## src/rtl/cp0_int_ctrl.sv

```systemverilog
// CP0 interrupt source and request block: owns Cause.IP/TI, Count and Compare,
// and raises a registered interrupt request to the exception-commit stage.
module cp0_int_ctrl #(
    parameter int unsigned SYNC_STAGES = 2
) (
    input  logic        clk,
    input  logic        rst_n,
    input  logic [31:0] status_data,
    input  logic [5:0]  ext_int,
    input  logic        mtc0_we,
    input  logic [5:0]  cp0_addr,
    input  logic [31:0] mtc0_data,
    input  logic        exception,
    output logic [7:0]  cause_ip,
    output logic        cause_ti,
    output logic [31:0] count_data,
    output logic [31:0] compare_data,
    output logic        int_req
);

    localparam int unsigned HW_W = 6;
    localparam logic [5:0] ADDR_COUNT   = 6'd9;
    localparam logic [5:0] ADDR_COMPARE = 6'd11;
    localparam logic [5:0] ADDR_CAUSE   = 6'd13;

    logic [SYNC_STAGES-1:0][HW_W-1:0] sync_q;
    logic [HW_W-1:0] hw_s;
    logic [1:0]      ip_sw_q, ip_sw_d;
    logic            tick_q, tick_d;
    logic            ti_q, ti_d;
    logic [31:0]     count_q, count_d;
    logic [31:0]     compare_q, compare_d;
    logic            int_req_q, int_req_d;
    logic [31:0]     count_inc;
    logic            wr_count, wr_compare, wr_cause;
    logic            unused_bits;

    assign hw_s       = sync_q[SYNC_STAGES-1];
    assign wr_count   = mtc0_we && (cp0_addr == ADDR_COUNT);
    assign wr_compare = mtc0_we && (cp0_addr == ADDR_COMPARE);
    assign wr_cause   = mtc0_we && (cp0_addr == ADDR_CAUSE);

    // Hardware IP bits are live levels; the timer shares IP7 with HW5.
    assign cause_ip     = {hw_s[5] | ti_q, hw_s[4:0], ip_sw_q};
    assign cause_ti     = ti_q;
    assign count_data   = count_q;
    assign compare_data = compare_q;
    assign int_req      = int_req_q;

    assign unused_bits = ^{status_data[31:16], status_data[7:2]};

    always_comb begin
        count_inc = count_q + 32'd1;
        tick_d    = ~tick_q;
        count_d   = count_q;
        compare_d = compare_q;
        ti_d      = ti_q;
        ip_sw_d   = ip_sw_q;

        // A Count write restarts the half-rate phase so the value holds two cycles.
        if (wr_count) begin
            count_d = mtc0_data;
            tick_d  = 1'b0;
        end else if (tick_q) begin
            count_d = count_inc;
            if (count_inc == compare_q) begin
                ti_d = 1'b1;
            end
        end

        if (wr_compare) begin
            compare_d = mtc0_data;
            ti_d      = 1'b0;
        end

        if (wr_cause) begin
            ip_sw_d = mtc0_data[9:8];
        end

        int_req_d = (|(cause_ip & status_data[15:8])) & status_data[0]
                    & ~status_data[1] & ~exception;
    end

    always_ff @(posedge clk or negedge rst_n) begin
        if (!rst_n) begin
            sync_q    <= '0;
            ip_sw_q   <= 2'b00;
            tick_q    <= 1'b0;
            ti_q      <= 1'b0;
            count_q   <= 32'd0;
            compare_q <= 32'd0;
            int_req_q <= 1'b0;
        end else begin
            sync_q    <= (SYNC_STAGES*HW_W)'({sync_q, ext_int});
            ip_sw_q   <= ip_sw_d;
            tick_q    <= tick_d;
            ti_q      <= ti_d;
            count_q   <= count_d;
            compare_q <= compare_d;
            int_req_q <= int_req_d;
        end
    end

endmodule

```

## config.mk

```make
export PLATFORM = sky130hd
export DESIGN_NAME = cp0_int_ctrl
export DESIGN_NICKNAME = d
export VERILOG_FILES = /design/src/rtl/cp0_int_ctrl.sv
export SDC_FILE = /design/constraint.sdc
export NUM_CORES = 1
export LEC_CHECK = 0
export CORE_UTILIZATION = 50
export CTS_BUF_LIST = sky130_fd_sc_hd__clkbuf_16
export DETAILED_ROUTE_END_ITERATION = 10
export GPL_ROUTABILITY_DRIVEN = 0
export PLACE_DENSITY_LB_ADDON = 0.1
export SLEW_MARGIN = 20
export SYNTH_ARGS = -nofsm -noshare
export SYNTH_HDL_FRONTEND = slang
export SYNTH_SLANG_ARGS = --single-unit
```

## constraint.sdc

```tcl
create_clock -name clk -period 4.8 [get_ports clk]
set_clock_uncertainty 0.2 [all_clocks]
set_input_delay 0.96 -clock clk [delete_from_list [all_inputs] [get_ports clk]]
set_output_delay 0.96 -clock clk [all_outputs]
set_load 0.02 [all_outputs]
```

==> Yosys cells after proc, flatten, opt, wreduce, memory -nomap -nowiden <==
Cells that the tools add are included.
{ "classes": {"add_sub_neg": 1, "multipliers": 0, "div_mod_pow": 0, "n_lt_le_gt_ge": 0, "n_eq_ne": 5, "n_shift": 0, "n_mux": 7, "n_bitwise": 8, "reduce_logical": 8} }
{ "op_table": {"columns": ["cell", "n"], "rows": [
  ["$mux 32", 2],
  ["$add 32x1->32 const B", 1],
  ["$eq 32x32->1", 1],
  ["$eq 6x4->1 const B", 3],
  ["$and 8x8->8", 1],
  ["$reduce_or 8->1", 1],
  ["$reduce_bool 2->1", 3],
  ["$mux 1", 5],
  ["$and 1x1->1", 3],
  ["$logic_and 1x1->1", 3],
  ["$not 1->1", 3],
  ["$reduce_and 3->1", 1],
  ["$ne 2x1->1 const B", 1],
  ["$or 1x1->1", 1]
]} }
{ "totals": {"reg_bits": 81, "latch_bits": 0, "ramBits": 0, "rom_bits": 0, "output_inout_bits": 74, "mem_count": 0} }

==> Depth between registers and ports, before layout <==
Gate-level depths: netlist of run 1.
{ "depth": {"depth_word": 6, "depth_mapped": 10} }

==> Least setup slack after synthesis of run 1 <==
OpenSTA, ideal clock, no wires.
{ "synth_path": {"path_type": "register -> register", "from": "reg count_q[0] (netlist: count_data[0])", "to": "reg ti_q (netlist: cause_ti)", "setup_time_ns": 0.076, "arrival_ns": 2.481, "path_slack_ns": 2.043, "path_stages_with_launch": 11, "path_buffers": 2, "cell_sequence": "dfrtp_1 > ha_1 > buf_4 > nand4_4 > or4_1 > buf_2 > and2_1 > or3_1 > a21oi_1 > o2111ai_1 > o21ai_1"} }
{ "synth_between": {"elab_chain_len": 4} }
{ "synth_lines": {"columns": ["element", "line", "text"], "rows": [
  ["start, declared", "31", "logic [31:0] count_q, count_d;"],
  ["start signal, assigned", "98", "count_q <= count_d;"],
  ["$add 32x1->32", "53", "count_inc = count_q + 32'd1;"],
  ["$eq 32x32->1", "66", "if (count_inc == compare_q) begin"],
  ["$reduce_bool 2->1 (no line)", null, null],
  ["$reduce_and 3->1 (no line)", null, null],
  ["end signal, assigned", "97", "ti_q <= ti_d;"],
  ["end, declared", "30", "logic ti_q, ti_d;"]
]} }
No other way between the ends.
A chain may end at the register's enable or synchronous reset.

==> Worst setup path after layout of run 1 <==
Ends and elaborated chain as after synthesis.

==> impl_metrics.toml, run 1 <==
[yosys]
synth-seq-cells = 81
yosysTopAreaCell = "dfrtp_1"
synth_cell_types = 56
async_flop_share_pct = 100
ys_seq_area_share_pct = 43.2
syn_avg_cell_area_sq_um = 9.91
syn_area_sq_um = 4690
synth_top_cell_area_share_pct = 43.2
synthFlopType = "dfrtp_1"
synth_edf_count = 0
synth.area.top_cells = "dfrtp_1, mux2_2, xnor2_1"
syn-instance-count = 473
syn_nets = 554
yosysWarnings = 0

[drt]
drc_errors = 0
drtAntennaViolNets = 0
viasPerCell = 5.84
dr.pass1.iters = 4
wl_um = 12300
avgRoutedWirePerCell_um = 17.7
num_vias = 4059
drt_iter0_markers = 247

[sta]
drv_slew = 0
finalCriticalPeriod_ns = 3.22
rsz0062_at_grt = "no"
tns_ns = 0
max_freq_mhz = 311
post-route-period-util_pct = 67.0
setup_viol = 0
finalHoldViolCount = 0
worst_pin_slew_ns = 0.796
hold_ws_ns = 0.151
max_slew_margin_pct = 46.5
setup_ws_ns = 1.58

[floorplanning]
ios = 154
start_util_pct = 52.7
coreArea_sq_um = 8890
row_count = 34
die_area_sq_um = 9770
dieWidth_um = 98.8
die_y_um = 98.8

[clock_network]
cts.sinks = 81
clockBufferDepth = 2
ctsResizeCount = 0
cts_hold_buf = 0
cts-root-buf = "clkbuf_16"
cts_tree = "built"
path_clk_slew_ns = 0.07
htreeDepth = 3
clk_latency_ns = 0.34
tritoncts.num_buffers = 9
post-cts-setup-buffers = 0

[finish]
instances_no_fill = 695
drive_above_1_share_pct = 11.8
postLayoutCoreUtil_pct = 70.0
area_delta_synth_final_pct = 32.8
num_antenna_cells = 0
fin_nets = 663

[grt]
antenna_found_initial = 0
grt_max_degree = 82
grt_overflow = 0
grt_use_total_pct = 26.5
grt_pass1_wl_um = 20300
grt_pass1_vias = 3994

[placement]
portBuffers = 131
dp_hpwl_um = 8750
pre_cts_slack_ns = 1.66
dp_cells = 679

[setup_path]
criticalPathCategory = "flop to flop"
crit-reg2reg-launch = "count_data[0]"
worstSetupEndpoint = "cause_ti"
startpoint_type = "flop"
arrival_ns = 3.28
crit_path_end_kind = "flop"
rr_endpoint = "cause_ti"
r2r_slack_ns = 1.58
crit_fanout = 8
startpoint = "count_data[0]"
reg2reg_depth = 8
worstPathRequired_ns = 4.86

[min_path]
hold_depth = 0
min_path_type = "flop to flop"

[run]
maxCapViolCount = 0

[power_and_ir_drop]
ir_drop_uv = 268
power_leakage_nw = 2.42
power_density_nw_per_um2 = 416

[outcome]
status = "finished clean"
## report_power, final
part	switching (W)	internal [W]	total (W)
registers	0.000234	0.000797	0.00103
logic	0.000459	0.000464	0.000923
clock network	0.000287	0.000348	0.000635
total	0.000980	0.00161	0.00259
## critical path: stages (launching register included)
cell,delay (ns)
dfrtp_1,0.53
ha_1,0.41
nand4_4,0.19
or4_1,0.70
nor4_1,0.33
a21oi_1,0.07
o21ai_0,0.32
o2111ai_1,0.23
o21ai_1,0.17
## metal layers
metal | GRT usage, % | part of all wire (%) | vias up
met5 | 0 | 0 | -
met4 | 9.18 | 2.0 | 0
met1 | 35.3 | 43 | 1977
li1 | - | - | 1909
met3 | 5.32 | 5.8 | 23
met2 | 43.3 | 49 | 150
## cells in the final DEF, fill, tap and decap left out, drive strengths merged, types with 3 or more instances in the layout
cell type and n:
nor2 20, clkdlybuf4s50 130, mux2 36, clkinvlp 3, o21ai 39, or4 5, xor2 28, buf 3
inv 10, clkbuf 9, a21oi 5, nand3b 3, dfrtp 81, xnor2 39, and3 8, or3 5
nor4 9, nand3 18, or2 3, mux2i 3, and2 4, clkinv 4, nand4 20, nand2 51
nand2b 4, and4 9, a31oi 5, nor3 9
## synth_stat cells, drive strengths merged, types with 2 or more instances
library cell	instances
a211oi	2
a21o	2
a21oi	5
a221oi	2
a31oi	5
and2	4
and3	8
and4	9
buf	28
clkbuf	7
dfrtp	81
inv	9
mux2	36
mux2i	3
nand2	51
nand2b	4
nand3	18
nand3b	3
nand4	20
nor2	20
nor3	9
nor3b	2
nor4	9
o2111ai	2
o21ai	39
or2	3
or3	5
or4	5
xnor2	39
xor2	28
## logic make-up (layout without fill, tap and decap cells)
group | after synthesis | after routing | synth area share, %
DFF | 81 | 81 | 43.2
buffers and inverters | 45 | 159 | 5.07
adders and majority gates | 1 | 1 | 0.267
xor gates and xnor gates | 67 | 67 | 12.5
muxes | 39 | 39 | 9.29
and+or+nand+nor | 175 | 175 | 21.1
AOI/OAI and AO/OA | 65 | 65 | 8.54
## stage by stage
stage / cell area (sq um) / power, W
after floorplan: 4690 / 0.00158
after global placement: 5950 / 0.00193
after detailed placement: 5950 / 0.00195
after CTS: 6220 / 0.00260
after global routing: 6230 / 0.00272
final: 6230 / 0.00259
## how the worst min path moves through the flow
stage | startpoint | end | slack (ns)
2_1_floorplan | sync_q[0] | hw_s[0] | 0.13
3_3_place_gp | sync_q[2] | hw_s[2] | 0.13
3_5_place_dp | sync_q[2] | hw_s[2] | 0.14
4_1_cts | sync_q[2] | hw_s[2] | 0.15
5_1_grt | sync_q[1] | hw_s[1] | 0.16
6_report | sync_q[1] | hw_s[1] | 0.15
## final cells by class
type,instances,area (sq um)
Clock buffer,9,225
Multi-Input combinational cell,347,2430
Clock inverter,7,45.0
Timing Repair Buffer,133,1330
Fill cell,730,2670
Inverter,10,37.5
Sequential cell,81,2030
Tap cell,108,135
## sequential cells by signal, summed over array words and instances (netlist names)
name / count
cause_ti: 1
compare_data: 32
hw_s: 6
int_req: 1
ip_sw_q: 2
sync_q: 6
tick_q: 1
count_data: 32
Note: power is estimated with default switching activity, not from simulation.
==> run 2: changes to the inputs <==
Settings changed: CORE_UTILIZATION 50 to 47.
Clock period 4.8 ns to 3.3 ns, I/O delays scaled along.
==> impl_metrics.toml, run 2 (synthesized netlist as in run 1, its figures left out) <==
[setup_path]
r2r_slack_ns = 0.21
reg2reg_depth = 8
path_buf_inv = 0
crit_fanout = 8
cp_slowest_stage_delay_ns = 0.69
startpoint_type = "flop"
crit-reg2reg-launch = "count_data[1]"
arrival_ns = 3.10
slowest_stage = "or4_1"
crit_path_end_kind = "flop"
cp_cell_sequence = "ha_1, nand4_4, or4_1, or2_2, a311oi_1, o21ai_0, o2111ai_1, o21ai_1"
rr_endpoint = "cause_ti"
worstPathRequired_ns = 3.32
criticalPathCategory = "flop to flop"
critPathTopFamily = "simple AND/OR/NAND/NOR gates"

[finish]
num_antenna_cells = 0
layout_common_cells = "clkdlybuf4s50_1, dfrtp_1, nand2_1"
fin_nets = 673
area_delta_synth_final_pct = 36.3
regArea_sq_um = 2030
final_common_cell = "clkdlybuf4s50_1"
drive_above_1_share_pct = 12.9
fill_cells = 846
multi_input_area_sq_um = 2430

[floorplanning]
die_area_sq_um = 10400
ios = 154
dieWidth_um = 102
die_y_um = 102
start_util_pct = 48.2
coreArea_sq_um = 9730
row_count = 36

[min_path]
min_path_type = "primary input to asynchronous set/reset pin"

[placement]
portBuffers = 131
dp_hpwl_um = 9010

[drt]
drtAntennaViolNets = 0
avgRoutedWirePerCell_um = 17.1
drc_errors = 0
wl_um = 12500
drt_iter0_markers = 224
viasPerCell = 5.59
dr.pass1.iters = 6
num_vias = 4074

[clock_network]
cts_tree = "built"
cts.sinks = 81
clockBufferDepth = 2
clk_latency_ns = 0.34
ctsResizeCount = 0
path_clk_slew_ns = 0.06
post-cts-setup-buffers = 0
cts_hold_buf = 0
htreeDepth = 3
tritoncts.num_buffers = 9
cts-root-buf = "clkbuf_16"

[power_and_ir_drop]
power_w = 0.00395
power_leakage_nw = 2.50
power_density_nw_per_um2 = 618
ir_drop_uv = 302

[grt]
antenna_found_initial = 0
grt_pass1_vias = 3947
grt_use_total_pct = 25.6
grt_max_degree = 48
grt_overflow = 0
grt_pass1_wl_um = 20300

[sta]
finalCriticalPeriod_ns = 3.09
post-route-period-util_pct = 93.5
drv_slew = 0
tns_ns = 0
rsz0062_at_grt = "no"
worst_pin_slew_ns = 0.774
max_freq_mhz = 324
setup_viol = 0
max_slew_margin_pct = 47.9
finalHoldViolCount = 0

[run]
maxCapViolCount = 0

[outcome]
status = "finished clean"
==> run 2: final cells by class <==
| type | instances | share of cell area (%) |
|---|---|---|
| multi-input cells | 347 | 38.0 |
| well taps | 133 | 2.60 |
| clock buffers | 9 | 3.52 |
| inverters | 10 | 0.587 |
| repair buffers | 143 | 22.3 |
| clock inverters | 6 | 1.31 |
| flip-flops and latches | 81 | 31.7 |
==> run 2: worst reg2reg max path, stage by stage, from the launching register on <==
cell and delay, ns:
dfrtp_1 0.45, ha_1 0.39, nand4_4 0.19, or4_1 0.69, or2_2 0.38, a311oi_1 0.20
o21ai_0 0.20, o2111ai_1 0.17, o21ai_1 0.10
==> run 2: how the worst max path moves through the flow <==
stage | start | endpoint | slack (ns) | depth (start not counted)
after floorplan | count_data[0] | cause_ti | 0.54 | 10
after global placement | count_data[1] | cause_ti | 0.36 | 8
after detailed placement | count_data[1] | cause_ti | 0.29 | 8
after CTS | count_data[1] | cause_ti | 0.26 | 8
after global routing | count_data[1] | cause_ti | 0.08 | 8
final | count_data[1] | cause_ti | 0.21 | 8
==> run 2: metal layers <==
metal	vias up	track usage [%]	part of all wire [%]
li1	1926	-	-
met2	152	42.8	50
met4	0	7.03	1.6
met3	23	4.79	6.1
met5	-	0	0
met1	1973	34.3	43
==> run 2: stage by stage <==
stage          cells  utilization (%)  area [sq um]  setup slack [ns]  hold WS, ns
6_report         729             65.7          6390             0.213       0.0700
5_1_grt          729             65.7          6390            0.0828        0.114
4_1_cts          729             65.7          6390             0.264       0.0842
3_5_place_dp     714             62.5          6080             0.293        0.135
3_3_place_gp     714             62.5          6080             0.358        0.132
2_1_floorplan    473                -          4690             0.543        0.131
==> run 2: report_power, final <==
part           leakage (nW)  total (W)  internal [W]  switching (W)
clock network         0.147    0.00105      0.000654       0.000397
logic                  1.36    0.00147      0.000716       0.000752
registers             0.991    0.00143       0.00116       0.000271
total                  2.50    0.00395       0.00253        0.00142
